===== config.mk =====
export PLATFORM = sky130hd
export DESIGN_NAME = lif_layer_sequencer
export DESIGN_NICKNAME = d
export VERILOG_FILES = /design/src/rtl/lif_layer_sequencer.sv
export SDC_FILE = /design/constraint.sdc
export NUM_CORES = 1
export LEC_CHECK = 0
export ABC_AREA = 1
export BUFFER_PORTS_ARGS = -buffer_cell sky130_fd_sc_hd__buf_2
export CELL_PAD_IN_SITES_DETAIL_PLACEMENT = 0
export CELL_PAD_IN_SITES_GLOBAL_PLACEMENT = 1
export CORE_ASPECT_RATIO = 1.2
export CORE_MARGIN = 5
export CORE_UTILIZATION = 35
export CTS_CLUSTER_SIZE = 30
export DETAILED_ROUTE_END_ITERATION = 10
export PLACE_DENSITY = 0.75
export SETUP_SLACK_MARGIN = 0.4
export SLEW_MARGIN = 20
export SYNTH_ARGS = -nofsm -noshare
export SYNTH_HDL_FRONTEND = slang
export SYNTH_SLANG_ARGS = --single-unit
export TNS_END_PERCENT = 30

===== constraint.sdc =====
create_clock -name clk -period 9.5 [get_ports clk]
set_input_delay 2.375 -clock clk [delete_from_list [all_inputs] [get_ports clk]]
set_output_delay 2.375 -clock clk [all_outputs]
set_load 0.005 [all_outputs]

===== src/rtl/lif_layer_sequencer.sv =====
// Time-multiplexes one timestep of currents across N LIF neurons, pulsing each enable in
// index order, gathering the spikes into a vector and returning it over a handshake.
module lif_layer_sequencer #(
  parameter int unsigned N = 8,
  parameter int unsigned W = 5
) (
  input  logic           clk,
  input  logic           reset,
  input  logic           step_valid_i,
  output logic           step_ready_o,
  input  logic [N*W-1:0] step_current_i,
  output logic [N*W-1:0] neuron_current_o,
  output logic [N-1:0]   neuron_enable_o,
  output logic [4:0]     threshold_o,
  output logic [2:0]     decay_o,
  output logic [4:0]     refractory_period_o,
  input  logic [N-1:0]   spike_in_i,
  output logic           spike_valid_o,
  input  logic           spike_ready_i,
  output logic [N-1:0]   spike_vec_o,
  output logic [15:0]    step_count_o,
  input  logic           cfg_we_i,
  input  logic [1:0]     cfg_addr_i,
  input  logic [4:0]     cfg_wdata_i,
  output logic           cfg_err_o
);

  localparam int unsigned IdxW = $clog2(N);
  localparam logic [IdxW-1:0] LastIdx = IdxW'(N - 1);

  typedef enum logic [1:0] {StIdle, StUpdate, StDrain, StOutput} state_e;

  state_e            state_q;
  logic [IdxW-1:0]   idx_q;
  logic [N-1:0]      en_q;
  logic [N-1:0]      en_prev_q;
  logic [N-1:0]      spike_vec_q;
  logic              spike_valid_q;
  logic              step_ready_q;
  logic [N*W-1:0]    current_q;
  logic [15:0]       step_count_q;
  logic [4:0]        threshold_q;
  logic [2:0]        decay_q;
  logic [4:0]        refractory_q;
  logic              cfg_err_q;
  logic              cfg_ok;

  assign cfg_ok = cfg_we_i && (state_q == StIdle) && (cfg_addr_i != 2'd3);

  always_ff @(posedge clk or posedge reset) begin
    if (reset) begin
      state_q       <= StIdle;
      idx_q         <= '0;
      en_q          <= '0;
      en_prev_q     <= '0;
      spike_vec_q   <= '0;
      spike_valid_q <= 1'b0;
      step_ready_q  <= 1'b1;
      current_q     <= '0;
      step_count_q  <= '0;
      threshold_q   <= 5'd8;
      decay_q       <= 3'd1;
      refractory_q  <= 5'd2;
      cfg_err_q     <= 1'b0;
    end else begin
      // A neuron's spike appears one cycle after its enable, so mask by last cycle's enable.
      en_prev_q <= en_q;
      cfg_err_q <= cfg_we_i & ~cfg_ok;
      if (cfg_ok) begin
        case (cfg_addr_i)
          2'd0:    threshold_q  <= cfg_wdata_i;
          2'd1:    decay_q      <= cfg_wdata_i[2:0];
          2'd2:    refractory_q <= cfg_wdata_i;
          default: ;
        endcase
      end

      unique case (state_q)
        StIdle: begin
          if (step_valid_i) begin
            current_q    <= step_current_i;
            spike_vec_q  <= '0;
            idx_q        <= '0;
            en_q         <= N'(1);
            step_ready_q <= 1'b0;
            state_q      <= StUpdate;
          end
        end
        StUpdate: begin
          spike_vec_q <= spike_vec_q | (spike_in_i & en_prev_q);
          if (idx_q == LastIdx) begin
            en_q    <= '0;
            state_q <= StDrain;
          end else begin
            en_q  <= en_q << 1;
            idx_q <= idx_q + IdxW'(1);
          end
        end
        StDrain: begin
          spike_vec_q   <= spike_vec_q | (spike_in_i & en_prev_q);
          spike_valid_q <= 1'b1;
          state_q       <= StOutput;
        end
        StOutput: begin
          if (spike_ready_i) begin
            spike_valid_q <= 1'b0;
            step_ready_q  <= 1'b1;
            step_count_q  <= step_count_q + 16'd1;
            state_q       <= StIdle;
          end
        end
        default: state_q <= StIdle;
      endcase
    end
  end

  assign step_ready_o        = step_ready_q;
  assign neuron_current_o    = current_q;
  assign neuron_enable_o     = en_q;
  assign threshold_o         = threshold_q;
  assign decay_o             = decay_q;
  assign refractory_period_o = refractory_q;
  assign spike_valid_o       = spike_valid_q;
  assign spike_vec_o         = spike_vec_q;
  assign step_count_o        = step_count_q;
  assign cfg_err_o           = cfg_err_q;

endmodule


==> summary.md <==
| Metric | Value |
|---|---|
| Layout cells sized above 1 | `42.8%` |
| Async SR Flop Fraction | `100%` |
| GP Congestion | `0.723` |
| H-tree Lvls | `3` |
| # rows | `42` |
| Setup Viol. Count Final | `0` |
| Critical Path RT | `9740 ps` |
| Final nets | `568` |
| Setup crit start kind | `input port` |
| Multi-input gate area | `0.00128 mm²` |
| WP buf/inv | `1` |
| P_leak | `2.77 nW` |
| Fin. Hold Viols | `0` |
| Via-to-Cell Ratio | `4.51` |
| Hold WC Path Type | `reg2reg` |
| Root Buffer | `clkbuf_16` |
| Main combinational cell family by area after synthesis | `multiplexers` |
| Multiplexer share of the synthesized area | `11.3%` |
| Slew HR | `32.4%` |
| Final setup TNS | `0 ps` |
| Syn nets | `414` |
| Crit path cell chain | `buf_2 -> nand2_2 -> o21ai_1 -> nand2_1 -> o22ai_1` |
| Vias in the first global route | `3001` |
| Synth warn | `0` |
| Adder-cell share of the synthesized area | `2.51%` |
| Sink Count | `101` |
| Most used DFF post-synth | `dfrtp_1` |
| Global route total overflow | `0` |
| MaxCap Viol Count | `0` |
| Simple-gate share of the synthesized area | `10.2%` |
| Area grow syn2layout | `30.0%` |
| Reg area | `0.00253 mm²` |
| Routed Antenna Nets | `0` |
| CTS clk-pin slew, worst paths | `70 ps` |
| #FFs+latches synth | `101` |
| Clock buffer depth | `2` |
| Routed WL | `9.02 mm` |
| Largest net degree at the start of global routing | `56` |
| Count leader, synth | `dfrtp_1` |
| Initial Util | `36.0%` |
| Post_cts resized | `0` |
| Post-synthesis instance area | `0.00399 mm²` |
| Delay of the slowest critical-path stage | `670 ps` |
| Compound-Gate Fraction of Synth Area | `5.77%` |
| CP endpoint kind | `flip-flop` |
| Status | `finished, final reports clean` |
| Die X | `107 µm` |
| Core Area | `0.0111 mm²` |
| Synth area leaders | `dfrtp_1 61%, mux2_2 11%, nand2_1 5.3%` |
| Clk Latency, worst-skew pair | `330 ps` |
| Drt pass-1 iters | `4` |
| Post-synth EDFFs | `0` |
| CP max stage cell | `o21ai_1` |
| Yosys cell types | `22` |
| Cell family with most CP delay | `compound AO/OA/AOI/OAI gates` |
| I/O pins | `148` |
| DRT iter0 DRCs | `65` |
| Antenna violations before repair | `0` |
| TritonCTS Buffers | `9` |
| Post-synth top cells | `97 x dfrtp_1, 56 x nand2_1, 40 x mux2_2, 39 x inv_1, 29 x nor2_1` |
| Critical-path maximum fanout | `44` |
| Antenna diode count | `0` |
| Die Span Y | `127 µm` |
| Cell taking the most area after synthesis | `dfrtp_1` |
| Measured slew at the worst slew-check pin | `1010 ps` |
| Max VDD drop | `0.0938 mV` |
| Global-route wire length before repair | `14.5 mm` |
| Achievable Freq | `249 MHz` |
| GRT Util Overall | `13.2%` |
| Minimum clock period | `4020 ps` |
| PD cells | `286 mW/mm²` |
| Top cell type's share of synthesized area | `60.8%` |
| HPWL Detailed | `6.77 mm` |
| Non-filler instance count after layout | `659` |
| Buffers on Ports | `147` |
| Register area share after synthesis | `63.5%` |
| Fillers | `1097` |
| WP data arrival | `4260 ps` |
| Remaining DRCs | `0` |
| Skew final | `4.88 ps` |
| CP Class | `in2reg` |
| FF-to-FF setup slack | `6770 ps` |
| Avg Synthesized Cell Area | `11.5 µm²` |
| Syn Inst Count | `346` |
| RSZ-0062 raised after global routing | `no` |
| Die area | `0.0136 mm²` |
| Fin. max-slew vios | `0` |
| Post-CTS Setup Inserts | `0` |
| Placed Cells | `643` |
| Routed length per instance | `13.7 µm` |
| Cts hold-fix bufs | `0` |
| Fin crit share | `42.3%` |
| Via count | `2969` |
| XOR/XNOR Fraction of Synth Area | `2.41%` |
| CTS tree | `built` |
-- cells in the final DEF, fill, tap and decap left out, drive strengths merged --
cell / n
mux2: 40
a21oi: 2
nand2: 60
clkinvlp: 1
clkinv: 4
dfstp: 4
a31oi: 8
xor2: 8
clkbuf: 10
nor3: 1
buf: 148
inv: 40
nor2: 31
o21bai: 1
o21ai: 23
xnor2: 3
ha: 8
o22ai: 7
dfrtp: 97
nand3: 9
-- path summary, 6_finish.rpt --
| kind | from | end | cells after the start |
|---|---|---|---|
| setup / recovery | step_valid_i | neuron_enable_o[1] | 5 |
| hold / removal | neuron_enable_o[5] | en_prev_q[5] | 0 |
| setup reg to reg | state_q[0] | neuron_enable_o[1] | 6 |
| hold reg to reg | neuron_enable_o[5] | en_prev_q[5] | 0 |
| max in group asynchronous | reset | neuron_current_o[16] | 3 |
| min in group asynchronous | reset | neuron_current_o[33] | 2 |
-- report_power, final --
group / switching (mW) / internal [mW]
Clock: 0.161 / 0.187
Sequential: 0.0781 / 0.588
Combinational: 0.234 / 0.237
Total: 0.473 / 1.01
-- cell type report --
| cell class | count | share of cell area (%) |
|---|---|---|
| sequential | 101 | 48.8 |
| multi-input combinational | 201 | 24.7 |
| timing repair buffer | 148 | 14.3 |
| clock buffer | 10 | 4.61 |
| tap | 154 | 3.71 |
| inverter | 39 | 2.87 |
| clock inverter | 6 | 0.917 |
-- kinds of logic (layout without fill, tap and decap cells) --
kind of cell	count (synthesis)	in the layout
DFF	101	101
and+or+nand+nor	101	101
buffers and inverters	44	203
AOI/OAI and AO/OA	41	41
muxes	40	40
xor gates and xnor gates	11	11
adders and majority gates	8	8
-- worst reg2reg max path: cells and delay by family, from the launching register on --
family	cells	cell delay, ps
flip-flops	1	400
AO/OA/AOI/OAI	2	900
AND/OR/NAND/NOR	2	920
adder cells (fa/ha/maj)	1	270
buffers and inverters	1	140
-- per-layer routing --
metal  wire (µm)  track usage, %
met2        4470            22.2
met5           0               0
met1        3710            16.3
met4         149            5.57
met3         687            3.10
-- through the flow --
stage          power (mW)  cell area, µm²  hold WS, ps  utilization (%)  worst slack [ps]
2_1_floorplan       0.935            3990          396                -              4480
3_3_place_gp         1.14            4900          381             44.2              4920
3_5_place_dp         1.16            4900          393             44.2              4850
4_1_cts              1.51            5190          410             46.8              5190
5_1_grt              1.59            5190          415             46.8              5240
6_report             1.49            5190          402             46.8              5480
-- sequential cells by signal (all words and copies together), names as in the netlist, 2 cells and up --
signal,cells
step_count_o,16
decay_o,3
state_q,2
neuron_current_o,40
neuron_enable_o,8
spike_vec_o,8
en_prev_q,8
idx_q,3
threshold_o,5
refractory_period_o,5
(Power assumes the default switching activity.)
